## config.mk

```make
export PLATFORM = sky130hd
export DESIGN_NAME = ps2_keyboard_receiver_flat
export DESIGN_NICKNAME = d
export VERILOG_FILES = /design/src/rtl/ps2_keyboard_receiver_if.sv /design/src/rtl/ps2_keyboard_receiver.sv /design/src/flat_wrapper.sv
export SDC_FILE = /design/constraint.sdc
export NUM_CORES = 1
export LEC_CHECK = 0
export CAP_MARGIN = 20
export CELL_PAD_IN_SITES_DETAIL_PLACEMENT = 1
export CELL_PAD_IN_SITES_GLOBAL_PLACEMENT = 1
export CORE_AREA = 4 4 95 61
export DETAILED_ROUTE_END_ITERATION = 8
export DIE_AREA = 0 0 99 65
export PLACE_DENSITY_LB_ADDON = 0.12
export SLEW_MARGIN = 20
export SYNTH_ARGS = -nofsm -noshare
export SYNTH_HDL_FRONTEND = slang
export SYNTH_SLANG_ARGS = --single-unit
export TNS_END_PERCENT = 5
```

## constraint.sdc

```tcl
create_clock -name Fast_Clock -period 5.1 [get_ports Fast_Clock]
set_input_delay 1.02 -clock Fast_Clock [delete_from_list [all_inputs] [get_ports Fast_Clock]]
set_output_delay 1.02 -clock Fast_Clock [all_outputs]
set_load 0.01 [all_outputs]
```

## src/rtl/ps2_keyboard_receiver_if.sv

```systemverilog
// PS/2 receiver bundle: raw keyboard pins in, decoded scan-code outputs back to the consumer.
// The master side is the keyboard/host environment; the slave side is the receiver.
interface ps2_keyboard_receiver_if;
  logic       PS2_Clk;
  logic       PS2_Data;
  logic [7:0] Kb_Byte;
  logic       Kb_Valid;
  logic       Kb_Break;
  logic       Kb_Extended;
  logic       Frame_Error;
  logic       Busy;

  modport master (
    output PS2_Clk, PS2_Data,
    input  Kb_Byte, Kb_Valid, Kb_Break, Kb_Extended, Frame_Error, Busy
  );

  modport slave (
    input  PS2_Clk, PS2_Data,
    output Kb_Byte, Kb_Valid, Kb_Break, Kb_Extended, Frame_Error, Busy
  );
endinterface

```

## src/rtl/ps2_keyboard_receiver.sv

```systemverilog
// PS/2 device-to-host frame receiver: synchronises and deglitches the pins, checks framing,
// and folds F0/E0 prefixes so only complete key codes are reported.
module ps2_keyboard_receiver #(
  parameter int unsigned FILTER_LEN     = 8,
  parameter int unsigned TIMEOUT_CYCLES = 50000,
  parameter int unsigned TIMEOUT_W      = 16
) (
  input  logic                  Fast_Clock,
  input  logic                  Reset,
  ps2_keyboard_receiver_if.slave bus
);

  localparam int unsigned FltW = (FILTER_LEN > 1) ? $clog2(FILTER_LEN) : 1;

  typedef enum logic [1:0] {StIdle, StData, StParity, StStop} state_e;

  logic            r_clk_s1, r_clk_s2, r_dat_s1, r_dat_s2;
  logic [FltW-1:0] r_flt_cnt, w_flt_cnt_d;
  logic            r_flt_level, w_flt_level_d, r_flt_prev;
  logic            w_fall;

  state_e               r_state, w_state_d;
  logic [7:0]           r_shift, w_shift_d;
  logic [2:0]           r_bit_cnt, w_bit_cnt_d;
  logic                 r_par, w_par_d;
  logic [TIMEOUT_W-1:0] r_to_cnt, w_to_cnt_d;
  logic                 w_timeout;
  logic                 r_pend_brk, w_pend_brk_d, r_pend_ext, w_pend_ext_d;
  logic [7:0]           r_kb_byte, w_kb_byte_d;
  logic                 r_kb_brk, w_kb_brk_d, r_kb_ext, w_kb_ext_d;
  logic                 r_kb_valid, w_kb_valid_d, r_frame_err, w_frame_err_d;

  // Pins idle high, so the synchronisers reset to 1 to avoid a false edge after reset.
  always_ff @(posedge Fast_Clock or posedge Reset) begin
    if (Reset) begin
      r_clk_s1    <= 1'b1;
      r_clk_s2    <= 1'b1;
      r_dat_s1    <= 1'b1;
      r_dat_s2    <= 1'b1;
      r_flt_cnt   <= '0;
      r_flt_level <= 1'b1;
      r_flt_prev  <= 1'b1;
    end else begin
      r_clk_s1    <= bus.PS2_Clk;
      r_clk_s2    <= r_clk_s1;
      r_dat_s1    <= bus.PS2_Data;
      r_dat_s2    <= r_dat_s1;
      r_flt_cnt   <= w_flt_cnt_d;
      r_flt_level <= w_flt_level_d;
      r_flt_prev  <= r_flt_level;
    end
  end

  // Count consecutive samples that disagree with the accepted level; any agreement restarts it.
  always_comb begin
    w_flt_cnt_d   = r_flt_cnt;
    w_flt_level_d = r_flt_level;
    if (r_clk_s2 == r_flt_level) begin
      w_flt_cnt_d = '0;
    end else if (r_flt_cnt == FltW'(FILTER_LEN - 1)) begin
      w_flt_level_d = r_clk_s2;
      w_flt_cnt_d   = '0;
    end else begin
      w_flt_cnt_d = r_flt_cnt + FltW'(1);
    end
  end

  assign w_fall = r_flt_prev & ~r_flt_level;

  always_ff @(posedge Fast_Clock or posedge Reset) begin
    if (Reset) begin
      r_state     <= StIdle;
      r_shift     <= '0;
      r_bit_cnt   <= '0;
      r_par       <= 1'b0;
      r_to_cnt    <= '0;
      r_pend_brk  <= 1'b0;
      r_pend_ext  <= 1'b0;
      r_kb_byte   <= '0;
      r_kb_brk    <= 1'b0;
      r_kb_ext    <= 1'b0;
      r_kb_valid  <= 1'b0;
      r_frame_err <= 1'b0;
    end else begin
      r_state     <= w_state_d;
      r_shift     <= w_shift_d;
      r_bit_cnt   <= w_bit_cnt_d;
      r_par       <= w_par_d;
      r_to_cnt    <= w_to_cnt_d;
      r_pend_brk  <= w_pend_brk_d;
      r_pend_ext  <= w_pend_ext_d;
      r_kb_byte   <= w_kb_byte_d;
      r_kb_brk    <= w_kb_brk_d;
      r_kb_ext    <= w_kb_ext_d;
      r_kb_valid  <= w_kb_valid_d;
      r_frame_err <= w_frame_err_d;
    end
  end

  // An edge in the same cycle as the timeout wins, so the timeout is masked by w_fall.
  assign w_timeout = (r_state != StIdle) && !w_fall &&
                     (r_to_cnt == TIMEOUT_W'(TIMEOUT_CYCLES - 1));

  always_comb begin
    w_state_d     = r_state;
    w_shift_d     = r_shift;
    w_bit_cnt_d   = r_bit_cnt;
    w_par_d       = r_par;
    w_pend_brk_d  = r_pend_brk;
    w_pend_ext_d  = r_pend_ext;
    w_kb_byte_d   = r_kb_byte;
    w_kb_brk_d    = r_kb_brk;
    w_kb_ext_d    = r_kb_ext;
    w_kb_valid_d  = 1'b0;
    w_frame_err_d = 1'b0;

    if (w_fall || (r_state == StIdle)) begin
      w_to_cnt_d = '0;
    end else begin
      w_to_cnt_d = r_to_cnt + TIMEOUT_W'(1);
    end

    if (w_timeout) begin
      w_state_d     = StIdle;
      w_frame_err_d = 1'b1;
      w_pend_brk_d  = 1'b0;
      w_pend_ext_d  = 1'b0;
      w_to_cnt_d    = '0;
    end else if (w_fall) begin
      unique case (r_state)
        StIdle: begin
          if (!r_dat_s2) begin
            w_state_d   = StData;
            w_bit_cnt_d = '0;
          end else begin
            w_frame_err_d = 1'b1;
            w_pend_brk_d  = 1'b0;
            w_pend_ext_d  = 1'b0;
          end
        end
        StData: begin
          w_shift_d   = {r_dat_s2, r_shift[7:1]};
          w_bit_cnt_d = r_bit_cnt + 3'd1;
          if (r_bit_cnt == 3'd7) w_state_d = StParity;
        end
        StParity: begin
          w_par_d   = r_dat_s2;
          w_state_d = StStop;
        end
        StStop: begin
          w_state_d = StIdle;
          if (r_dat_s2 && (^{r_shift, r_par})) begin
            if (r_shift == 8'hF0) begin
              w_pend_brk_d = 1'b1;
            end else if (r_shift == 8'hE0) begin
              w_pend_ext_d = 1'b1;
            end else begin
              w_kb_byte_d  = r_shift;
              w_kb_brk_d   = r_pend_brk;
              w_kb_ext_d   = r_pend_ext;
              w_kb_valid_d = 1'b1;
              w_pend_brk_d = 1'b0;
              w_pend_ext_d = 1'b0;
            end
          end else begin
            w_frame_err_d = 1'b1;
            w_pend_brk_d  = 1'b0;
            w_pend_ext_d  = 1'b0;
          end
        end
      endcase
    end
  end

  assign bus.Kb_Byte     = r_kb_byte;
  assign bus.Kb_Valid    = r_kb_valid;
  assign bus.Kb_Break    = r_kb_brk;
  assign bus.Kb_Extended = r_kb_ext;
  assign bus.Frame_Error = r_frame_err;
  assign bus.Busy        = (r_state != StIdle);

endmodule

```

## src/flat_wrapper.sv

```systemverilog
// flat-port wrapper written by rule: the top's interface ports become plain ports
module ps2_keyboard_receiver_flat 
#(
  parameter int unsigned FILTER_LEN     = 8,
  parameter int unsigned TIMEOUT_CYCLES = 50000,
  parameter int unsigned TIMEOUT_W      = 16
)
  (Fast_Clock, Reset, bus_PS2_Clk, bus_PS2_Data, bus_Kb_Byte, bus_Kb_Valid, bus_Kb_Break, bus_Kb_Extended, bus_Frame_Error, bus_Busy);
  ps2_keyboard_receiver_if bus_i ();
  input  logic Fast_Clock;
  input  logic Reset;
  input wire logic [$bits(bus_i.PS2_Clk)-1:0] bus_PS2_Clk;
  input wire logic [$bits(bus_i.PS2_Data)-1:0] bus_PS2_Data;
  output wire logic [$bits(bus_i.Kb_Byte)-1:0] bus_Kb_Byte;
  output wire logic [$bits(bus_i.Kb_Valid)-1:0] bus_Kb_Valid;
  output wire logic [$bits(bus_i.Kb_Break)-1:0] bus_Kb_Break;
  output wire logic [$bits(bus_i.Kb_Extended)-1:0] bus_Kb_Extended;
  output wire logic [$bits(bus_i.Frame_Error)-1:0] bus_Frame_Error;
  output wire logic [$bits(bus_i.Busy)-1:0] bus_Busy;
  assign bus_i.PS2_Clk = bus_PS2_Clk;
  assign bus_i.PS2_Data = bus_PS2_Data;
  assign bus_Kb_Byte = bus_i.Kb_Byte;
  assign bus_Kb_Valid = bus_i.Kb_Valid;
  assign bus_Kb_Break = bus_i.Kb_Break;
  assign bus_Kb_Extended = bus_i.Kb_Extended;
  assign bus_Frame_Error = bus_i.Frame_Error;
  assign bus_Busy = bus_i.Busy;
  ps2_keyboard_receiver #(.FILTER_LEN(FILTER_LEN), .TIMEOUT_CYCLES(TIMEOUT_CYCLES), .TIMEOUT_W(TIMEOUT_W)) u_core (.Fast_Clock(Fast_Clock), .Reset(Reset), .bus(bus_i));
endmodule
```

==> implementation parameters <==
Parameter                              Value

Floorplanning
  Initial standard-cell utilization of the core ... 49.44%
  Core footprint ... 0.004930 mm^2
  Vertical die dimension ... 65 um
  Ports placed on the boundary ... 17
  Count of standard-cell rows ... 20
  Total die area ... 0.006435 mm^2
  Die span in x ... 99 um

Setup path
  Register-to-register setup slack ... 2540 ps
  Maximum fanout along the worst path ... 8
  Critical path arrival ... 1800 ps
  Most frequent CP cell ... sky130_fd_sc_hd__inv_1
  End of the worst register-to-register path ... u_core.r_to_cnt[13]$_DFF_PP0_
  Cell depth of the worst flop-to-flop path ... 5
  Delay of the slowest cell on the worst path ... 500 ps
  CP endpoint kind ... output pin
  Startpoint kind of the worst setup timing path ... flip-flop
  Cell-by-cell listing of the critical path ... inv_1 -> ha_1 -> inv_1 -> clkdlybuf4s50_1
  Origin of the worst setup path ... u_core.r_state[0]$_DFFE_PP0P_
  Startpoint of the worst-slack reg-to-reg timing path ... u_core.r_to_cnt[4]$_DFF_PP0_
  Highest-delay cell along the critical path ... sky130_fd_sc_hd__clkdlybuf4s50_1
  Required @ worst endpoint ... 4080 ps
  Path type of the worst setup path ... reg2out

Clocking
  Reg clk slew, reported paths ... 90 ps
  CTS root buf ... sky130_fd_sc_hd__clkbuf_8
  Sink Count ... 53
  Post-cts gate resize count ... 0
  Quantity of hold-fixing buffers added after cts ... 0
  Clock Latency Late Sink ... 300 ps
  Clock buffer count from CTS ... 5
  Total number of H-tree levels ... 2
  TritonCTS clock tree ... yes
  Maximum clock path buffer count ... 2
  Setup Buffers After CTS ... 0

STA
  Final setup violating endpoints ... 0
  Achievable frequency ... 354.9 MHz
  Number of hold violations in the final report ... 0
  Fin Clk Skew ... 9.656 ps
  Final Max Tran Viols ... 0
  Worst slew pin tran ... 890.7 ps
  Portion of the clock cycle consumed by the worst path in the final layout ... 55.25%
  Setup repair after global routing missed its margin ... false
  Sum Neg Setup Slack ... 0 ps
  Final min period ... 2818 ps
  Worst max-slew margin expressed relative to the limit ... 40.55%

Hold path
  Hold Crit Class ... reg2reg
  Worst-case hold path end point ... u_core.r_dat_s2$_DFF_PP1_
  Source of the worst hold timing path ... u_core.r_dat_s1$_DFF_PP1_
  Hold Path Cell Cnt ... 0

Route
  DRC violations left ... 0
  Number of detailed-route iterations in the first pass ... 4
  Overall via count from detail_route ... 1,522
  Detail-routed via count per cell ... 5.322
  Post-detailed-route count of antenna-violating nets ... 0
  Final wirelength ... 5054 um
  Count of routing violations after the opening detailed-route iteration ... 60
  Routed WL per cell ... 17.67 um

Placed design
  GP Congestion ... 0.7949
  Dpl hpwl ... 3625 um
  I/O Buffers ... 16

Global route
  Met2 Use GR ... 28.68%
  Gr ovfl total ... 0
  Global routing usage on met3 ... 4.086%
  Met1 usage ... 23.53%
  Wire length of the first global-routing pass ... 8797 um
  GRT Resource Usage Total ... 17.48%
  Via count of the first global-routing pass ... 1,745
  Number of antenna violations at the first check in global routing ... 0
  Largest net degree at the start of global routing ... 54
  Top Usage Layer GRT ... met2

Power and ir drop
  Worst voltage drop across the vdd grid ... 0.0001976 V
  LEAKAGE ... 1.264 nW
  Power consumption ... 1.073 mW
  Power Density ... 382.9 mW/mm^2

Synth
  Number of distinct library cells after synthesis ... 34
  Fraction of synthesis flops using an asynchronous set or reset pin ... 100.0%
  Area share of the largest cell type after synthesis ... 48.25%
  Syn. warnings ... 0
  Register bit count reported by yosys ... 53
  Mean Syn Cell Area ... 12.19 um^2
  Post-synth net total ... 214
  Dominant synthesized flop cell ... sky130_fd_sc_hd__dfrtp_1
  Number of enable flip-flop cells after synthesis ... 0
  Cell Area, Synth ... 0.002437 mm^2
  Register area share after synthesis ... 54.72%
  Number of standard cells after synthesis ... 200
  Ranking of synthesized cells by area ... sky130_fd_sc_hd__dfrtp_1, sky130_fd_sc_hd__dfstp_2, sky130_fd_sc_hd__mux2_4
  Post-synthesis cell type with the largest combined area ... sky130_fd_sc_hd__dfrtp_1

Status
  Outcome ... finished clean

Final layout
  Growth of design area from synthesis to finish ... 14.94%
  Fraction of layout cells with a size suffix above 1 ... 18.18%
  Final net count ... 233
  Diode count ... 0

Job
  Max-cap violations ... 0
==> cell usage in the layout (no fill, tap or decap), types with 3 or more instances in the layout <==
master,instances
sky130_fd_sc_hd__a21oi_1,7
sky130_fd_sc_hd__and3_1,5
sky130_fd_sc_hd__clkbuf_8,5
sky130_fd_sc_hd__clkdlybuf4s50_1,16
sky130_fd_sc_hd__dfrtp_1,47
sky130_fd_sc_hd__dfstp_2,6
sky130_fd_sc_hd__ha_1,10
sky130_fd_sc_hd__inv_1,5
sky130_fd_sc_hd__mux2_2,12
sky130_fd_sc_hd__mux2_4,9
sky130_fd_sc_hd__nand2_1,10
sky130_fd_sc_hd__nand3_1,10
sky130_fd_sc_hd__nor2_1,20
sky130_fd_sc_hd__nor2b_1,4
sky130_fd_sc_hd__nor3_1,3
sky130_fd_sc_hd__o21ai_0,4
sky130_fd_sc_hd__xnor2_1,15
sky130_fd_sc_hd__xor2_1,6
==> registers in the layout, indices dropped and copies added, names as in the netlist, 2 cells and up <==
| signal | flops |
|---|---|
| u_core.bus.Kb_Byte | 8 |
| u_core.r_state | 2 |
| u_core.r_shift | 8 |
| u_core.r_to_cnt | 16 |
| u_core.r_bit_cnt | 3 |
| u_core.r_flt_cnt | 3 |
==> kinds of logic after synthesis <==
| kind of cell | after synthesis | synth area share (%) |
|---|---|---|
| flip-flops | 53 | 54.72 |
| XOR/XNOR | 22 | 8.470 |
| buffers and inverters | 11 | 2.053 |
| AO/OA/AOI/OAI | 17 | 4.210 |
| multiplexers | 21 | 11.09 |
| AND/OR/NAND/NOR | 66 | 14.32 |
| adder cells (fa/ha/maj) | 10 | 5.133 |
==> per-stage QoR <==
step	utilization (%)	area (um^2)	setup WS (ps)	hold slack [ps]	instances
floorplan	-	2437	2779	345.2	200
global placement	54.09	2666	2630	349.7	278
detailed placement	54.09	2666	2546	347.2	278
CTS	56.80	2800	2275	364.4	286
global route	56.83	2801	2159	367.6	286
finish	56.83	2801	2282	361.0	286
==> worst max-delay path: cells and delay by family, from the launching register on <==
family                     cells  cell delay (ps)
adders and majority gates      1              340
buffers and inverters          3              760
DFF                            1              410
==> worst max-delay path by stage <==
stage	end	slack, ps
6_report	bus_Busy	2280
5_1_grt	bus_Busy	2160
4_1_cts	bus_Busy	2280
3_5_place_dp	u_core.r_to_cnt[13]$_DFF_PP0_	2550
3_3_place_gp	u_core.bus.Kb_Byte[6]$_DFFE_PP0P_	2630
2_1_floorplan	u_core.bus.Kb_Break$_DFFE_PP0P_	2780
==> Yosys cell counts, types with 5 or more instances <==
| library cell | number |
|---|---|
| sky130_fd_sc_hd__nand2_1 | 10 |
| sky130_fd_sc_hd__mux2_2 | 12 |
| sky130_fd_sc_hd__a21oi_1 | 7 |
| sky130_fd_sc_hd__ha_1 | 10 |
| sky130_fd_sc_hd__dfrtp_1 | 47 |
| sky130_fd_sc_hd__nor2_1 | 20 |
| sky130_fd_sc_hd__xnor2_1 | 15 |
| sky130_fd_sc_hd__dfstp_2 | 6 |
| sky130_fd_sc_hd__inv_1 | 6 |
| sky130_fd_sc_hd__and3_1 | 5 |
| sky130_fd_sc_hd__mux2_4 | 9 |
| sky130_fd_sc_hd__xor2_1 | 6 |
| sky130_fd_sc_hd__nand3_1 | 10 |
==> routing by layer <==
metal  vias up  wire length [um]
met2        21              2410
met1       773              2434
li1        721                 -
met4         0                68
met3         7               141
met5         -                 0
==> power by group <==
group          leakage (nW)  internal [mW]  switching (mW)
registers             0.710          0.472          0.0355
logic                 0.486         0.0936           0.143
clock network        0.0681          0.195           0.133
==> final cells by class <==
class | instances | area [um^2]
inverters | 6 | 23.77
fillers | 504 | 2128
multi-input cells | 136 | 1060
flip-flops and latches | 53 | 1334
repair buffers | 17 | 167.7
well taps | 66 | 82.58
clock buffers | 5 | 68.82
clock inverters | 3 | 65.06
Note: power is estimated with default switching activity, not from simulation.
